[src/rtl/mux4x1_rr_arbiter_pkg.sv]
// Shared definitions for the 4:1 mux round-robin arbiter: FSM encoding,
// requester count and a small one-hot helper.
package mux4x1_ctrl_defs;

  localparam int N_REQ = 4;
  localparam int IDX_W = 2;

  typedef enum logic [1:0] {
    IDLE  = 2'd0,
    GRANT = 2'd1,
    TURN  = 2'd2
  } state_e;

  function automatic logic [N_REQ-1:0] onehot(input logic [IDX_W-1:0] idx);
    return N_REQ'(1) << idx;
  endfunction

endpackage

[src/rtl/mux4x1_rr_arbiter_if.sv]
// Request/grant bundle between the requesters and the arbiter; the arbiter
// side (master) drives the grant and the mux selects.
interface mux4x1_rr_arbiter_if;
  import mux4x1_ctrl_defs::*;

  logic [N_REQ-1:0] req;
  logic [N_REQ-1:0] gnt;
  logic             sel1;
  logic             sel0;
  logic             busy;
  logic             timeout;

  modport master (
    input  req,
    output gnt, sel1, sel0, busy, timeout
  );

  modport slave (
    output req,
    input  gnt, sel1, sel0, busy, timeout
  );

endinterface

[src/rtl/mux4x1_rr_arbiter_rr_pick4.sv]
// Combinational round-robin pick: first set request searching from ptr
// upward, modulo four.
module rr_pick4
  import mux4x1_ctrl_defs::*;
(
  input  logic [N_REQ-1:0] req_i,
  input  logic [IDX_W-1:0] ptr_i,
  output logic [IDX_W-1:0] idx_o,
  output logic             valid_o
);

  logic [IDX_W-1:0] cand;

  // NOTE: every variable written in always_comb gets a default first, so no
  // path can leave it unassigned and infer a latch.
  always_comb begin
    idx_o   = ptr_i;
    valid_o = |req_i;
    cand    = ptr_i;
    // Walk from the farthest candidate back to ptr so the nearest one wins.
    for (int k = N_REQ - 1; k >= 0; k--) begin
      cand = ptr_i + IDX_W'(k);
      if (req_i[cand]) idx_o = cand;
    end
  end

endmodule

[src/rtl/mux4x1_rr_arbiter.sv]
// Round-robin owner of a shared 4:1 mux: grants one requester at a time,
// caps each grant at MAX_HOLD cycles and inserts a one-cycle turnaround.
module mux4x1_rr_arbiter
  import mux4x1_ctrl_defs::*;
#(
  parameter int MAX_HOLD = 8,
  parameter int CNT_W    = 8
) (
  input  logic                 clk,
  input  logic                 rst,
  mux4x1_rr_arbiter_if.master  bus
);

  state_e           state_q, state_d;
  logic [IDX_W-1:0] ptr_q, ptr_d;
  logic [CNT_W-1:0] hold_q, hold_d;
  logic [N_REQ-1:0] gnt_q, gnt_d;
  logic [IDX_W-1:0] sel_q, sel_d;
  logic             busy_q, busy_d;
  logic             timeout_q, timeout_d;

  logic [IDX_W-1:0] pick_idx;
  logic             pick_valid;
  logic             owner_req;
  logic             hold_limit;

  rr_pick4 u_pick (
    .req_i   (bus.req),
    .ptr_i   (ptr_q),
    .idx_o   (pick_idx),
    .valid_o (pick_valid)
  );

  // sel_q always holds the current (or last) owner's index.
  assign owner_req  = bus.req[sel_q];
  assign hold_limit = (hold_q == CNT_W'(MAX_HOLD));

  always_comb begin
    state_d   = state_q;
    ptr_d     = ptr_q;
    hold_d    = hold_q;
    gnt_d     = gnt_q;
    sel_d     = sel_q;
    busy_d    = busy_q;
    timeout_d = 1'b0;
    case (state_q)
      IDLE: begin
        if (pick_valid) begin
          gnt_d   = onehot(pick_idx);
          sel_d   = pick_idx;
          busy_d  = 1'b1;
          hold_d  = CNT_W'(1);
          state_d = GRANT;
        end
      end
      GRANT: begin
        if (!owner_req || hold_limit) begin
          gnt_d     = '0;
          busy_d    = 1'b0;
          timeout_d = owner_req;
          ptr_d     = sel_q + IDX_W'(1);
          state_d   = TURN;
        end else begin
          hold_d = hold_q + CNT_W'(1);
        end
      end
      TURN:    state_d = IDLE;
      default: state_d = IDLE;
    endcase
  end

  // NOTE: sequential state uses non-blocking assignments so every register
  // samples the pre-edge values regardless of statement order.
  always_ff @(posedge clk) begin
    if (rst) begin
      state_q   <= IDLE;
      ptr_q     <= '0;
      hold_q    <= '0;
      gnt_q     <= '0;
      sel_q     <= '0;
      busy_q    <= 1'b0;
      timeout_q <= 1'b0;
    end else begin
      state_q   <= state_d;
      ptr_q     <= ptr_d;
      hold_q    <= hold_d;
      gnt_q     <= gnt_d;
      sel_q     <= sel_d;
      busy_q    <= busy_d;
      timeout_q <= timeout_d;
    end
  end

  assign bus.gnt     = gnt_q;
  assign bus.sel1    = sel_q[1];
  assign bus.sel0    = sel_q[0];
  assign bus.busy    = busy_q;
  assign bus.timeout = timeout_q;

endmodule

[src/flat_wrapper.sv]
// flat-port wrapper written by rule: the top's interface ports become plain ports
module mux4x1_rr_arbiter_flat import mux4x1_ctrl_defs::*;
#(
  parameter int MAX_HOLD = 8,
  parameter int CNT_W    = 8
)
  (clk, rst, bus_req, bus_gnt, bus_sel1, bus_sel0, bus_busy, bus_timeout);
  mux4x1_rr_arbiter_if bus_i ();
  input  logic clk;
  input  logic rst;
  input wire logic [$bits(bus_i.req)-1:0] bus_req;
  output wire logic [$bits(bus_i.gnt)-1:0] bus_gnt;
  output wire logic [$bits(bus_i.sel1)-1:0] bus_sel1;
  output wire logic [$bits(bus_i.sel0)-1:0] bus_sel0;
  output wire logic [$bits(bus_i.busy)-1:0] bus_busy;
  output wire logic [$bits(bus_i.timeout)-1:0] bus_timeout;
  assign bus_i.req = bus_req;
  assign bus_gnt = bus_i.gnt;
  assign bus_sel1 = bus_i.sel1;
  assign bus_sel0 = bus_i.sel0;
  assign bus_busy = bus_i.busy;
  assign bus_timeout = bus_i.timeout;
  mux4x1_rr_arbiter #(.MAX_HOLD(MAX_HOLD), .CNT_W(CNT_W)) u_core (.clk(clk), .rst(rst), .bus(bus_i));
endmodule
[config.mk]
export PLATFORM = sky130hd
export DESIGN_NAME = mux4x1_rr_arbiter_flat
export DESIGN_NICKNAME = d
export VERILOG_FILES = /design/src/rtl/mux4x1_rr_arbiter_pkg.sv /design/src/rtl/mux4x1_rr_arbiter_if.sv /design/src/rtl/mux4x1_rr_arbiter_rr_pick4.sv /design/src/rtl/mux4x1_rr_arbiter.sv /design/src/flat_wrapper.sv
export SDC_FILE = /design/constraint.sdc
export NUM_CORES = 1
export LEC_CHECK = 0
export CORE_MARGIN = 4
export CORE_UTILIZATION = 59
export CTS_BUF_LIST = sky130_fd_sc_hd__clkbuf_4 sky130_fd_sc_hd__clkbuf_8
export DETAILED_ROUTE_END_ITERATION = 6
export GPL_TIMING_DRIVEN = 0
export PLACE_DENSITY = 0.85
export SLEW_MARGIN = 40
export SYNTH_ARGS = -nofsm -noshare
export SYNTH_HDL_FRONTEND = slang
export SYNTH_SLANG_ARGS = --single-unit
[constraint.sdc]
create_clock -name clk -period 3.4 [get_ports clk]
set_input_delay 0.68 -clock clk [delete_from_list [all_inputs] [get_ports clk]]
set_output_delay 0.68 -clock clk [all_outputs]
set_load 0.02 [all_outputs]
Word level (Yosys, flattened, before mapping) --
Index checks and enable logic that the tools add are counted.
Word-level totals: register bits after elaboration 20, input port bits 6, output and inout port bits 8
Operators by class: add/sub/neg operators 5, magnitude comparators 5, equal/unequal tests 5, shift operators 1, muxes and demuxes 26, bitwise logic cells 2, reductions and logical operators 11
Operators by type and width (count):
- 2-to-1 mux 8 bit | 2
- one-hot mux 8 bit (2 select lines) | 1
- < comparator 2 x 3 -> 1 bit (second input constant) | 5
- 2-to-1 mux 2 bit | 6
- binary-select mux 1 bit (select 2 bit) | 5
- adder 8 x 1 -> 8 bit (second input constant) | 1
- equality test 8 x 4 -> 1 bit (second input constant) | 1
- 2-to-1 mux 4 bit | 2
- one-hot mux 4 bit (2 select lines) | 1
- 2-to-1 mux 1 bit | 7
- AND reduction 2 bit | 3
- AND reduction 3 bit | 2
- adder 2 x 1 -> 2 bit (second input constant) | 2
- adder 2 bit (second input constant) | 2
- != test 2 x 1 -> 1 bit (second input constant) | 2
- one-hot mux 2 bit (2 select lines) | 1
- OR reduction 4 bit | 1
- left shift 1 x 2 -> 4 bit (first input constant) | 1
- OR reduction 3 bit | 1
- equality test 2 x 1 -> 1 bit (second input constant) | 1
- zero test 2 bit | 1
- != test 2 bit (second input constant) | 1
- NOT 1 bit | 2
- one-hot mux 1 bit (2 select lines) | 1
- 3 further kinds | 3

Logic depth before layout (Yosys ltp) --
word-level depth 10, mapped depth 7, gate-level depth less buffers 7

Modules after synthesis --
Synthesis repeated with hierarchy kept, for this count alone.
Second synthesis, totals: cells, all modules 122, area total of the unflattened synthesis 1099.8 um2
By module, submodules not included:
- mux4x1_rr_arbiter | instances 1, cells each 106, area an instance 999.7 um2, sequential area each 400.4 um2
- rr_pick4 | instances 1, cells each 16, area an instance 100.1 um2, sequential area each 0.0 um2

Least setup slack after synthesis --
OpenSTA, ideal clock, no wires.
path kind input port to flip-flop, start point input port bus_req[3], end point register u_core.ptr_q[0], library setup time 0.063 ns, arrival time 1.901 ns, required time 3.337 ns, setup slack 1.437 ns, stages on the path 4, buffers on the path 0, cell sequence mux4_2 > a211o_4 > mux2_4 > nor2_2
Between the ends: longest elaborated chain between the ends 5
RTL lines:
- start: declaration | RTL line flat_wrapper.sv:11 | input wire logic [$bits(bus_i.req)-1:0] bus_req;
- binary-select mux 1 bit (select 2 bit) | RTL line mux4x1_rr_arbiter.sv:35 | assign owner_req = bus.req[sel_q];
- 2-to-1 mux 1 bit (not written as such) | RTL line mux4x1_rr_arbiter.sv:35
- zero test 1 bit | RTL line mux4x1_rr_arbiter.sv:57 | if (!owner_req || hold_limit) begin
- logical OR 1 bit | RTL line mux4x1_rr_arbiter.sv:57
- AND reduction 2 bit (no source line)
- end signal: assignment | RTL line mux4x1_rr_arbiter.sv:85 | ptr_q <= ptr_d;
- end: declaration | RTL line mux4x1_rr_arbiter.sv:15 | logic [IDX_W-1:0] ptr_q, ptr_d;
Every way passes these cells. The select of a mux whose other input is x is not followed. A chain may end at the register's enable or synchronous reset.

Final worst setup path --
Ends and elaborated chain as after synthesis.

==> results.json <==
{
  "antenna_found_initial": 0,
  "synthTopCellsByArea": "dfxtp_1 (41%), xor2_1 (6.2%), nor2_1 (4.6%)",
  "cts_tree": "yes",
  "finalSetupTns_ns": 0,
  "place_hpwl_um": 1623,
  "grt_start_max_net_pins": 12,
  "yosysTopAreaCellShare_pct": 40.71,
  "vias_per_cell": 6.113,
  "min_period_ns": 2.294,
  "syn_to_final_growth_pct": 19.47,
  "finalClockSkew_ns": 0.006694,
  "seq_area_frac_synth_pct": 40.71,
  "power_density_nw_per_um2": 440.0,
  "slowest_stage": "mux4_2",
  "diodes": 0,
  "yosys_warnings": 0,
  "cts_sinks": 20,
  "syn_avg_cell_area_um2": 9.106,
  "relSlewSlack_pct": 68.05,
  "num_vias": 862,
  "p_leak_nw": 0.4454,
  "ioPinCount": 14,
  "drtIter0Drc": 22,
  "cp-end-kind": "flop",
  "finalSetupViolCount": 0,
  "critical_path_class": "in2reg",
  "drt_wl_total_um": 2178,
  "post-cts-setup-buffers": 0,
  "ys_seq_elements": 20,
  "tightest_slew_ns": 0.4783,
  "cts_max_level": 1,
  "netlist_area_um2": 983.4,
  "crit_family": "multiplexers",
  "cts_root_buf": "clkbuf_4",
  "synth_adder_area_share_pct": 2.545,
  "clock_path_buffers": 2,
  "core_um2": 1541,
  "synthSimpleGateAreaFrac_pct": 27.10,
  "path_max_fanout": 7,
  "port_buffers": 13,
  "min_path_type": "reg2reg",
  "antenna_left": 0,
  "synth_nets": 116,
  "syn_inst": 108,
  "avgRoutedWirePerCell_um": 15.45,
  "drv_slew": 0,
  "die_y_um": 48.83,
  "cts_inserted_buffers": 3,
  "grt_overflow": 0,
  "seq_area_um2": 400.4,
  "power.switching_mw": 0.1478,
  "fillers": 117,
  "finalHoldViolCount": 0,
  "cap_violations": 0,
  "power.share.combinational_pct": 23.1,
  "ir_worst_vdd_uv": 311.5,
  "synthMuxAreaShare_pct": 4.835,
  "holdBufCountCts": 0,
  "grtUsageTotal_pct": 19.70,
  "fin_crit_sh_pct": 67.48,
  "grt_pass1_vias": 893,
  "die_w_um": 48.83,
  "die_area_um2": 2384,
  "firstDrtPassIters": 4,
  "netSwitchingFraction_pct": 28.59,
  "seq_power_share_pct": 50.8,
  "drive_above_1_share_pct": 10.40,
  "hold_ws_ns": 0.4924,
  "clkLatencyLatePin_ns": 0.30,
  "remaining_drc_errors": 0,
  "synth_xor_xnor_area_share_pct": 6.234,
  "power_frac_clock_pct": 26.2,
  "critPathLaunchType": "input port",
  "grt_setup_unrepaired": "no",
  "path_cells": "clkdlybuf4s50_1, mux4_2, a211o_4, mux2_4, nor2_2",
  "cp_slowest_stage_delay_ns": 0.56,
  "num_rows": 14,
  "internal_power_mw": 0.3691,
  "synth_compound_area_share_pct": 16.16,
  "cts_resized": 0,
  "status": "finished, final reports clean",
  "crit_required_ns": 3.64,
  "synth_top_family_by_area": "simple AND/OR/NAND/NOR gates",
  "synth.largest_area_cell": "dfxtp_1",
  "multi_input_area_um2": 564.3,
  "place_congestion": 0.7655,
  "path_buf_inv": 1,
  "cp.arrival_ns": 2.54,
  "synth_cell_types": 32,
  "clk_pin_slew_ns": 0.10,
  "start_util_pct": 63.80,
  "fmax_ghz": 0.4358,
  "grt_pass1_wl_um": 3801,
  "fin_nets": 134
}
[path summary, 6_finish.rpt]
kind	end	cells past startpoint	slack [ns]	startpoint
worst min register to register	u_core.bus.gnt[1]	2	0.49	u_core.bus.gnt[1]
worst max-delay path	u_core.ptr_q[0]	5	1.11	bus_req[3]
worst max register to register	u_core.ptr_q[0]	4	1.53	u_core.sel_q[0]
worst min-delay path	u_core.bus.gnt[1]	2	0.49	u_core.bus.gnt[1]
[placed cells by master, fill, tap and decap left out, types with 2 or more instances in the layout]
cell type	Yosys	final
xor2_1	7	7
dfxtp_1	20	20
nor2_1	12	12
nor3b_1	2	2
o32ai_1	2	2
nand2_1	9	9
and2_2	2	2
clkdlybuf4s50_1	0	13
clkbuf_4	0	3
o21ai_0	2	2
nand3_1	5	5
o22ai_1	2	2
nor2b_1	3	3
ha_1	2	2
and3_1	3	3
a21oi_1	8	8
nand4_1	4	4
o22a_1	2	2
a211oi_2	1	2
nand2b_1	5	5
inv_1	4	4
[stage by stage]
stage / utilization [%] / std cells / total power, mW / setup WS [ns] / area [µm²]
finish: 76.22 / 141 / 0.5169 / 1.106 / 1175
floorplan: - / 108 / 0.3422 / 1.437 / 983.4
global placement: 73.54 / 137 / 0.3793 / 0.8308 / 1134
global route: 76.22 / 141 / 0.5474 / 1.028 / 1175
detailed placement: 73.54 / 137 / 0.3842 / 0.7832 / 1134
CTS: 75.89 / 141 / 0.5183 / 1.092 / 1170
[flip-flops by register name (all words and copies together) (netlist names)]
register,flops
u_core.sel_q,2
u_core.bus.timeout,1
u_core.bus.busy,1
u_core.state_q,2
u_core.bus.gnt,4
u_core.hold_q,8
u_core.ptr_q,2
[layout make-up]
cell class	count	area share, %
repair buffers	13	11.08
multi-input cells	83	48.03
well taps	16	1.704
plain buffers	1	0.7455
inverters	4	1.278
flip-flops and latches	20	34.08
clock buffers	4	3.088
[cells by family (layout without fill, tap and decap cells)]
kind of cell / count (synthesis) / after routing
simple gates: 49 / 49
compound gates: 22 / 22
flops: 20 / 20
xor+xnor: 7 / 7
buf+inv: 5 / 22
mux: 3 / 3
fa+ha+maj: 2 / 2
[routing by layer]
layer / vias to the layer above / share of wire [%] / wire length (µm) / global-route usage (%)
met5: - / 0 / 0 / 0
met4: 0 / 1.6 / 34 / 5.381
met3: 6 / 3.6 / 78 / 5.810
met2: 27 / 55 / 1200 / 36.52
met1: 408 / 40 / 864 / 21.25
li1: 421 / - / - / -
[Yosys cell counts, drive strengths merged]
cell and number:
mux2 1, xor2 7, nor3b 3, a211o 2, nand2b 5, a21boi 1
nor2 13, mux2i 1, nor3 1, and2 2, dfxtp 20, nor2b 3
inv 4, o21ai 2, dlygate4sd1 1, o21bai 1, nand3 5, a21oi 8
o22ai 2, mux4 1, a211oi 2, nand2 9, o22a 2, ha 2
o32ai 2, and3 3, nand4 4, nor4b 1
[power by group through the flow]
stage	registers (mW)	clock network [mW]	logic, mW
after CTS	0.262	0.138	0.119
after detailed placement	0.267	0	0.117
after global placement	0.266	0	0.114
final	0.262	0.135	0.119
after floorplan	0.274	0	0.0680
after global routing	0.265	0.153	0.129
[worst reg2reg max path, stage by stage (launching register included)]
cell	delay, ns
dfxtp_1	0.46
mux4_2	0.58
a211o_4	0.40
mux2_4	0.31
nor2_2	0.07
Note: power is estimated with default switching activity, not from simulation.
